$ cat src/rtl/rvsteel_gpio_irq.sv
// Memory-mapped GPIO with per-pin synchronised inputs and edge-triggered interrupts.
// Per-pin input path lives in rvsteel_gpio_irq_pin; register map and bus handling in the top.

module rvsteel_gpio_irq_pin #(
  parameter int SYNC_STAGES = 2
) (
  input  logic clock,
  input  logic reset,
  input  logic pin,
  input  logic rise_en,
  input  logic fall_en,
  output logic sync_val,
  output logic event_hit
);

  logic [SYNC_STAGES-1:0] sync_q;
  logic                   prev_q;

  always_ff @(posedge clock or negedge reset) begin
    if (!reset) begin
      sync_q <= '0;
      prev_q <= 1'b0;
    end else begin
      sync_q <= {sync_q[SYNC_STAGES-2:0], pin};
      prev_q <= sync_q[SYNC_STAGES-1];
    end
  end

  assign sync_val  = sync_q[SYNC_STAGES-1];
  assign event_hit = (sync_val & ~prev_q & rise_en) | (~sync_val & prev_q & fall_en);

endmodule

module rvsteel_gpio_irq #(
  parameter int GPIO_WIDTH  = 2,
  parameter int SYNC_STAGES = 2
) (
  input  logic                  clock,
  input  logic                  reset,
  input  logic [5:0]            rw_address,
  input  logic                  read_request,
  output logic [31:0]           read_data,
  output logic                  read_response,
  input  logic                  write_request,
  input  logic [31:0]           write_data,
  input  logic [3:0]            write_strobe,
  output logic                  write_response,
  input  logic [GPIO_WIDTH-1:0] gpio_input,
  output logic [GPIO_WIDTH-1:0] gpio_oe,
  output logic [GPIO_WIDTH-1:0] gpio_output,
  output logic                  irq
);

  localparam int W = GPIO_WIDTH;

  logic [W-1:0] in_sync, evt;
  logic [W-1:0] oe_q, out_q, en_q, rise_q, fall_q, pend_q;
  logic [W-1:0] oe_d, out_d, en_d, rise_d, fall_d, pend_d, pend_clr;
  logic [W-1:0] wmask, wdata;
  logic [31:0]  bmask, rdata_d;
  logic [3:0]   widx;

  assign widx = rw_address[5:2];

  for (genvar i = 0; i < W; i++) begin : g_pin
    rvsteel_gpio_irq_pin #(.SYNC_STAGES(SYNC_STAGES)) u_pin (
      .clock     (clock),
      .reset     (reset),
      .pin       (gpio_input[i]),
      .rise_en   (rise_q[i]),
      .fall_en   (fall_q[i]),
      .sync_val  (in_sync[i]),
      .event_hit (evt[i])
    );
  end

  assign bmask = {{8{write_strobe[3]}}, {8{write_strobe[2]}},
                  {8{write_strobe[1]}}, {8{write_strobe[0]}}};
  assign wmask = bmask[W-1:0];
  assign wdata = write_data[W-1:0] & wmask;

  // W1C/W1S registers see the strobe-masked data, so a cleared strobe is a no-op.
  always_comb begin
    oe_d     = oe_q;
    out_d    = out_q;
    en_d     = en_q;
    rise_d   = rise_q;
    fall_d   = fall_q;
    pend_clr = '0;
    if (write_request) begin
      case (widx)
        4'd1: oe_d     = (oe_q & ~wmask) | wdata;
        4'd2: out_d    = (out_q & ~wmask) | wdata;
        4'd3: out_d    = out_q & ~wdata;
        4'd4: out_d    = out_q | wdata;
        4'd5: en_d     = (en_q & ~wmask) | wdata;
        4'd6: rise_d   = (rise_q & ~wmask) | wdata;
        4'd7: fall_d   = (fall_q & ~wmask) | wdata;
        4'd8: pend_clr = wdata;
        default: ;
      endcase
    end
    // A new edge wins over a same-cycle clear.
    pend_d = (pend_q & ~pend_clr) | evt;
  end

  always_comb begin
    rdata_d = '0;
    case (widx)
      4'd0: rdata_d = 32'(in_sync);
      4'd1: rdata_d = 32'(oe_q);
      4'd2: rdata_d = 32'(out_q);
      4'd5: rdata_d = 32'(en_q);
      4'd6: rdata_d = 32'(rise_q);
      4'd7: rdata_d = 32'(fall_q);
      4'd8: rdata_d = 32'(pend_q);
      default: ;
    endcase
  end

  always_ff @(posedge clock or negedge reset) begin
    if (!reset) begin
      oe_q           <= '0;
      out_q          <= '0;
      en_q           <= '0;
      rise_q         <= '0;
      fall_q         <= '0;
      pend_q         <= '0;
      read_data      <= '0;
      read_response  <= 1'b0;
      write_response <= 1'b0;
      irq            <= 1'b0;
    end else begin
      oe_q           <= oe_d;
      out_q          <= out_d;
      en_q           <= en_d;
      rise_q         <= rise_d;
      fall_q         <= fall_d;
      pend_q         <= pend_d;
      if (read_request) read_data <= rdata_d;
      read_response  <= read_request;
      write_response <= write_request;
      // Registered from next-state values so irq tracks pending/enable with no extra cycle.
      irq            <= |(pend_d & en_d);
    end
  end

  assign gpio_oe     = oe_q;
  assign gpio_output = out_q;

  logic unused_ok;
  assign unused_ok = &{1'b0, rw_address[1:0], write_data, bmask};

endmodule

$ cat config.mk
export PLATFORM = sky130hd
export DESIGN_NAME = rvsteel_gpio_irq
export DESIGN_NICKNAME = d
export VERILOG_FILES = /design/src/rtl/rvsteel_gpio_irq.sv
export SDC_FILE = /design/constraint.sdc
export NUM_CORES = 1
export LEC_CHECK = 0
export ABC_CLOCK_PERIOD_IN_PS = 1800
export BUFFER_PORTS_ARGS = -buffer_cell sky130_fd_sc_hd__clkbuf_2
export CORE_ASPECT_RATIO = 1.75
export CORE_MARGIN = 3
export CORE_UTILIZATION = 40
export CTS_CLUSTER_DIAMETER = 60
export DETAILED_ROUTE_END_ITERATION = 10
export GPL_TIMING_DRIVEN = 0
export PLACE_DENSITY_LB_ADDON = 0.25
export SKIP_CTS_REPAIR_TIMING = 1
export SLEW_MARGIN = 20
export SYNTH_ARGS = -nofsm -noshare
export SYNTH_HDL_FRONTEND = slang
export SYNTH_SLANG_ARGS = --single-unit
$ cat constraint.sdc
create_clock -name clock -period 1.8 [get_ports clock]
set_input_delay 0.18 -clock clock [delete_from_list [all_inputs] [get_ports clock]]
set_output_delay 0.18 -clock clock [all_outputs]
set_load 0.01 [all_outputs]
== Yosys cells after proc, flatten, opt, wreduce, memory -nomap -nowiden ==
Index checks and enable logic that the tools add are counted.

* Shift operators: 0
* Magnitude comparators: 0
* Mux-type cells: 6
* Equal/unequal tests: 8
* Divide/modulo/power cells: 0
* Reduce and logical (&&, ||, !) cells: 7
* Multipliers: 0
* Add/subtract/negate cells: 0
* Bitwise operators: 33

{| class="wikitable"
|+ Operators by type and width
! kind !! count
|-
| $and 2x2->2 || 9
|-
| $eq 4x3->1 const B || 4
|-
| $or 2x2->2 || 7
|-
| $pmux 2 s7 || 1
|-
| $and 1x1->1 || 8
|-
| $eq 4x2->1 const B || 2
|-
| $mux 2 || 4
|-
| $reduce_and 2->1 || 4
|-
| $not 2->2 || 3
|-
| $pmux 2 s3 || 1
|-
| $eq 4x1->1 const B || 1
|-
| $eq 4x4->1 const B || 1
|-
| $logic_not 4->1 || 1
|-
| $not 1->1 || 4
|-
| $reduce_bool 3->1 || 1
|-
| $or 1x1->1 || 2
|-
| $reduce_or 2->1 || 1
|}

* Bits of input ports: 48
* Register bits: 53
* Output and inout port bits: 39
* Bits in writable memories: 0
* Bits in latches: 0
* Memories: 0
* ROM bits: 0

== Longest topological paths before layout ==
Gate-level depths: netlist of the first run.

* Depth after elaboration: 8
* Depth in mapped cells: 6
* Mapped depth without buffers: 4

== Cells and area by module ==
A second synthesis of the first run with hierarchy kept.

* Cells, all modules: 125
* Area total of the unflattened synthesis: 1357.6 sq um

{| class="wikitable"
|+ Modules (own cells, without submodules)
! module !! cells each !! instances !! area an instance (sq um) !! sequential area each (sq um)
|-
| rvsteel_gpio_irq || 113 || 1 || 1167.4 || 425.4
|-
| rvsteel_gpio_irq_pin || 6 || 2 || 95.1 || 75.1
|}

== Least setup slack after synthesis of the first run ==
Ideal clock, no wire load.

* Kind: input -> register
* Start point: input port rw_address[4]
* End point: register irq
* Path slack: 0.461 ns
* Cell stages on the path: 5
* Data required time: 1.679 ns
* Library setup time: 0.121 ns
* Data arrival time: 1.218 ns
* Cell sequence: buf_4 inv_2 nor4b_4 mux2_2 a22o_1

{| class="wikitable"
|+ RTL lines
! item !! RTL line !! RTL
|-
| start, declared || 40 || <nowiki>input logic [5:0] rw_address,</nowiki>
|-
| $eq 4x3->1 || 91 || <nowiki>case (widx)</nowiki>
|-
| $mux 2 || 91 ||
|-
| $mux 2 || 90 || <nowiki>if (write_request) begin</nowiki>
|-
| named net en_d[1] || 58 || <nowiki>logic [W-1:0] oe_d, out_d, en_d, rise_d, fall_d, pend_d, pend_clr;</nowiki>
|-
| $and 2x2->2 || 144 || <nowiki>irq <= |(pend_d & en_d);</nowiki>
|-
| $reduce_or 2->1 || 144 ||
|-
| end signal, assigned || 144 ||
|-
| end, declared || 51 || <nowiki>output logic irq</nowiki>
|}

The timed path passes the listed nets, and every way through them passes these cells.
A chain may end at the register's enable or synchronous reset.

==> impl_metrics.csv, run 1 <==
group,metric,value,unit
logic_synthesis,yosys.area.top_type,"dfrtp_1",
clock_network,path_clk_slew,80,ps
logic_synthesis,post-synth-top-area-fraction,41.6,%
timing,finalSetupViolations,0,
routing,wl_per_cell,12.6,um
clock_network,h-tree-depth,1,
clock_network,cts_buffers,3,
timing,slew_headroom,61.8,%
power_and_ir_drop,powerDensity,747,mW/mm^2
power_and_ir_drop,total_power,1.27,mW
power_and_ir_drop,switchingPower,362,uW
timing,worst_slew_pin_slew,573,ps
timing,skew,3.85,ps
floorplanning,core-area,0.00324,sq mm
routing,ant_nets,0,
clock_network,clk-insertion-delay-late,260,ps
clock_network,clockBufferDepth,2,
logic_synthesis,synthArstFlopShare,100,%
power_and_ir_drop,p_leak,0.877,nW
timing,period_share,80.0,%
floorplanning,initial_core_util,42.7,%
finish,final_nets,233,
setup_path,slowest_stage,"dfrtp_1",
timing,drv_slew,0,
global_route,overflow,0,
logic_synthesis,synth_edf_count,0,
routing,drtIter0Drc,27,
finish,area_delta_synth_final,22.6,%
logic_synthesis,synth.area.top_cells,"dfrtp_1 42%, buf_4 17%, mux2_2 5.7%",
floorplanning,dieArea,0.00423,sq mm
floorplanning,row_count,27,
setup_path,worstPathCellList,"mux2_4 -> a221o_1 -> a32oi_1 -> o32ai_1",
finish,final_cells,227,
setup_path,cpPeakStageDelay,400,ps
global_route,grt_pass1_wl,4530,um
power_and_ir_drop,pwr-share-comb,25.3,%
clock_network,cts_sinks,23,
power_and_ir_drop,p_seq_share,49.5,%
placement,placed_area,0.00164,sq mm
placement,dp_slack,277,ps
timing,min_period,1440,ps
setup_path,crit_path_end_kind,"flip-flop",
finish,drive_above_1_share,40.2,%
setup_path,worstPathMaxFanout,3,
global_route,grt_max_degree,24,
timing,setup_slack,360,ps
placement,placedCellCount,222,
logic_synthesis,synth_seq_area_share,41.6,%
timing,fin_hold_ws,17.4,ps
floorplanning,die_y,83.8,um
global_route,groute.usage.overall,14.0,%
run_status,run_status,"completed",
logic_synthesis,synth_cells,131,
floorplanning,io_pins,87,
logic_synthesis,ys_seq_elements,23,
timing,tns,0,ps
logic_synthesis,yosysWarnings,0,
finish,antenna_cells,0,
global_route,antenna_found_initial,0,
timing,hold_violations,0,
timing,rsz0062_at_grt,"false",
power_and_ir_drop,ir_drop,0.000537,V
routing,drt_pass1_iterations,4,
power_and_ir_drop,swShare,28.6,%
setup_path,critPathKind,"flip-flop to flip-flop",
timing,max_freq,695,MHz
routing,drc_errors,0,
global_route,grt_pass1_vias,1006,
logic_synthesis,syn-cell-area,0.00139,sq mm
logic_synthesis,synthFlopType,"dfrtp_1",
logic_synthesis,syn_area_per_cell,10.6,sq um
floorplanning,die_w,50.5,um
logic_synthesis,synth_most_common_cell,"buf_4",
job,maxCapViolCount,0,
setup_path,crit_arrival,1590,ps
placement,gp_congestion,0.819,
setup_path,startpoint_type,"flip-flop",
logic_synthesis,synth_commonest_cells,"31 x buf_4, 23 x dfrtp_1, 7 x mux2_2",
routing,vias,1077,
min_path,min_path_type,"primary input to flip-flop",
finish,fin_area,0.00170,sq mm
finish,fin_util,52.4,%
clock_network,cts_root_buf,"clkbuf_8",
routing,via_per_inst,4.74,
clock_network,cts_tree,"yes",
power_and_ir_drop,power.internal,906,uW
routing,finalWirelength,2850,um
placement,portBuffers,19,
power_and_ir_drop,clkPwrFrac,25.2,%
placement,hpwl,2280,um
setup_path,required,1950,ps
logic_synthesis,yosys.cell_types.count,41,
## cells by family after synthesis
family / count (synthesis) / synth area share [%]
multiplexers: 10 / 8.58
AND/OR/NAND/NOR: 32 / 15.4
flip-flops: 23 / 41.6
other: 1 / 0.271
buffers and inverters: 40 / 21.0
AO/OA/AOI/OAI: 25 / 13.3
## area by class of cell
class / count / area (sq um)
multi-input combinational: 97 / 628
timing repair buffer: 20 / 105
tap: 43 / 53.8
buffer: 35 / 272
sequential: 23 / 576
clock buffer: 4 / 45.0
fill: 318 / 1550
inverter: 5 / 18.8
## power groups by stage
stage          combinational, mW  sequential [mW]  clock (mW)
6_report                   0.321            0.628       0.320
5_1_grt                    0.352            0.636       0.347
4_1_cts                    0.318            0.627       0.329
3_5_place_dp               0.316            0.638           0
3_3_place_gp               0.313            0.636           0
2_1_floorplan              0.216            0.642           0
## path summary, 6_finish.rpt
path | start | end | slack [ps] | cells after the start
worst max-delay path | flip-flop | read_data[1] | 360 | 4
worst min-delay path | gpio_input[0] | g_pin[0].u_pin.sync_q[0] | 20 | 1
worst max register to register | flip-flop | read_data[1] | 360 | 4
worst min register to register | g_pin[1].u_pin.sync_q[0] | g_pin[1].u_pin.sync_q[1] | 350 | 0
max in group asynchronous | reset | asynchronous set/reset pin | 990 | 2
min in group asynchronous | reset | asynchronous set/reset pin | 430 | 2
## worst max-delay path, delay by kind of cell (launching register included)
family / cells / cell delay, ps
compound gates: 3 / 660
flops: 1 / 400
mux: 1 / 270
## layer usage
| metal | track usage (%) | part of all wire [%] | vias up | routed length [um] |
|---|---|---|---|---|
| met4 | 8.33 | 3.8 | 0 | 109 |
| met5 | 0 | 0 | - | 0 |
| met1 | 14.4 | 37 | 504 | 1060 |
| met3 | 2.68 | 7.0 | 11 | 199 |
| met2 | 25.0 | 52 | 55 | 1490 |
| li1 | - | - | 507 | - |
## placed cells by master, fill, tap and decap left out, drive strengths merged, types with 2 or more instances in the layout
master / instances
nor2: 6
conb: 30
nor3: 2
nand3: 4
nand3b: 2
mux2: 9
a21o: 2
inv: 5
buf: 35
nand2b: 2
a21oi: 4
nand2: 6
a22o: 2
nor2b: 3
clkbuf: 23
o22ai: 3
dfrtp: 23
o21ai: 4
(Power assumes the default switching activity.)
==> run 2: changes to the inputs <==
ABC_AREA = 1   (was not set)
ABC_CLOCK_PERIOD_IN_PS = 1200   (was 1800)
CORE_UTILIZATION = 37   (was 40)
clock period = 1.2 ns   (was 1.8 ns; I/O delays follow)
==> run 2 against run 1 <==
Effect of this change: sequential share of layout area rose by 1.0 points; critical path type unchanged; register-to-register slack got worse by 160 ps; final cell count rose by 15%; flip-flop and latch count did not move; combinational power rose by 34%; maximum frequency rose by 43%.
==> impl_metrics.csv, run 2 <==
group,metric,value,unit
setup_path,crit_arrival,1170,ps
floorplanning,dieArea,0.00427,sq mm
clock_network,clk-insertion-delay-late,260,ps
floorplanning,io_pins,87,
finish,final_cell_mix,"45 x nand2_1, 30 x buf_4, 30 x conb_1, 23 x dfrtp_1, 21 x clkbuf_2",
power_and_ir_drop,swShare,29.7,%
timing,worst_slew_pin_slew,543,ps
floorplanning,row_count,27,
logic_synthesis,synth.area.top_cells,"dfrtp_1 44%, buf_4 17%, nand2_1 13%",
power_and_ir_drop,p_leak,0.935,nW
clock_network,clockBufferDepth,2,
logic_synthesis,synthArstFlopShare,100,%
timing,slew_headroom,63.8,%
timing,max_freq,996,MHz
logic_synthesis,synthFlopType,"dfrtp_1",
clock_network,cts_tree,"yes",
logic_synthesis,synth_most_common_cell,"nand2_1",
setup_path,worst_r2r_path_depth,6,
power_and_ir_drop,p_seq_share,51.4,%
timing,period_share,83.7,%
run_status,run_status,"completed",
power_and_ir_drop,clkPwrFrac,25.4,%
clock_network,h-tree-depth,1,
placement,placedCellCount,253,
timing,skew,1.49,ps
routing,vias,1102,
floorplanning,die_y,84.3,um
timing,rsz0062_at_grt,"false",
power_and_ir_drop,ir_drop,0.000671,V
clock_network,cts_buffers,3,
placement,gp_congestion,0.805,
clock_network,cts_root_buf,"clkbuf_8",
finish,final_nets,267,
placement,hpwl,2200,um
power_and_ir_drop,switchingPower,551,uW
logic_synthesis,syn-cell-area,0.00129,sq mm
finish,antenna_cells,0,
power_and_ir_drop,powerDensity,1120,mW/mm^2
floorplanning,die_w,50.7,um
logic_synthesis,synth_commonest_cells,"45 x nand2_1, 30 x buf_4, 23 x dfrtp_1",
logic_synthesis,yosysWarnings,0,
logic_synthesis,synth_cells,160,
global_route,antenna_found_initial,0,
logic_synthesis,syn_area_per_cell,8.09,sq um
timing,min_period,1000,ps
min_path,hold_path_end,"write_response",
placement,portBuffers,21,
min_path,min_path_type,"primary input to flip-flop",
finish,final_cells,261,
setup_path,worstPathMaxFanout,3,
logic_synthesis,post-synth-top-area-fraction,44.4,%
min_path,hold_depth,1,
finish,area_delta_synth_final,27.2,%
routing,drt_pass1_iterations,4,
routing,drc_errors,0,
logic_synthesis,yosys.cell_types.count,19,
setup_path,r2r_slack,200,ps
routing,ant_nets,0,
power_and_ir_drop,pwr-share-comb,23.1,%
timing,tns,0,ps
setup_path,startpoint_type,"flip-flop",
global_route,groute.usage.overall,13.4,%
power_and_ir_drop,power.internal,1.30,mW
global_route,grt_max_degree,24,
logic_synthesis,ys_seq_elements,23,
routing,drtIter0Drc,15,
finish,layout_commonest_cell,"nand2_1",
global_route,grt_pass1_vias,1036,
timing,drv_slew,0,
logic_synthesis,yosys.area.top_type,"dfrtp_1",
routing,wl_per_cell,10.2,um
timing,finalSetupViolations,0,
clock_network,path_clk_slew,70,ps
floorplanning,core-area,0.00324,sq mm
clock_network,cts_sinks,23,
routing,via_per_inst,4.22,
finish,drive_above_1_share,29.8,%
routing,finalWirelength,2660,um
setup_path,r2r_end,"irq",
timing,hold_violations,0,
logic_synthesis,synth_seq_area_share,44.4,%
global_route,grt_pass1_wl,4340,um
setup_path,required,1360,ps
global_route,overflow,0,
setup_path,critPathKind,"flip-flop to flip-flop",
floorplanning,initial_core_util,39.9,%
logic_synthesis,synth_edf_count,0,
job,maxCapViolCount,0,
setup_path,crit_path_end_kind,"flip-flop",
min_path,worstHoldStart,"write_request",
-- run 2: cell count changes after synthesis, moves of 4 or more --
cell / change
inv_1: +6
mux2_2: -7
nand2_1: +40
nand3_1: +13
nor2_2: +4
o21ai_1: +4
-- run 2: worst max path at each step --
stage,to,slack [ps],depth (start not counted)
floorplan,gpio_output[0],310,6
detailed placement,gpio_output[1],30,7
CTS,irq,190,6
global placement,gpio_output[1],30,7
finish,irq,200,6
global route,read_data[1],110,6
-- run 2: per-layer routing --
layer	global-route usage, %	up-vias	part of all wire [%]
met3	2.84	13	7.1
met2	24.9	43	54
met1	12.2	482	34
li1	-	564	-
met5	0	-	0
met4	9.31	0	5.1
-- run 2: area by class of cell --
class | count | area, sq um
sequential | 23 | 576
timing repair buffer | 25 | 145
inverter | 12 | 45.0
buffer | 30 | 225
clock buffer | 4 | 45.0
fill | 355 | 1600
tap | 43 | 53.8
multi-input combinational | 124 | 558
-- run 2: worst max-delay path, stage by stage (launching register included) --
cell,delay (ps)
dfrtp_1,410
nand2_1,70
nor2_1,40
a21oi_1,180
nand2_1,100
nand2_1,60
nand2_1,50
-- run 2: stage by stage --
| stage | setup WS (ps) | hold slack (ps) | total power, mW | utilization (%) | cell area [sq um] |
|---|---|---|---|---|---|
| after floorplan | 305 | -176 | 1.23 | - | 1400 |
| after global placement | 30.4 | 133 | 1.38 | 48.2 | 1560 |
| after detailed placement | 26.3 | 137 | 1.39 | 48.2 | 1560 |
| after CTS | 194 | -158 | 1.87 | 49.6 | 1610 |
| after global routing | 112 | 19.4 | 1.97 | 50.8 | 1650 |
| final | 196 | 17.6 | 1.85 | 50.8 | 1650 |
-- run 2: kinds of logic (layout without fill, tap and decap cells) --
kind of cell	count (synthesis)	count (layout)	share of synthesized area (%)
buffers and inverters	42	71	20.9
DFF	23	23	44.4
AOI/OAI and AO/OA	13	13	5.60
other	1	30	0.290
and+or+nand+nor	81	81	28.8
-- run 2: power by group through the flow --
stage,registers (mW),clock network (mW),logic [mW]
2_1_floorplan,0.969,0,0.264
6_report,0.952,0.471,0.429
5_1_grt,0.961,0.520,0.491
3_5_place_dp,0.968,0,0.420
4_1_cts,0.952,0.498,0.422
3_3_place_gp,0.966,0,0.418
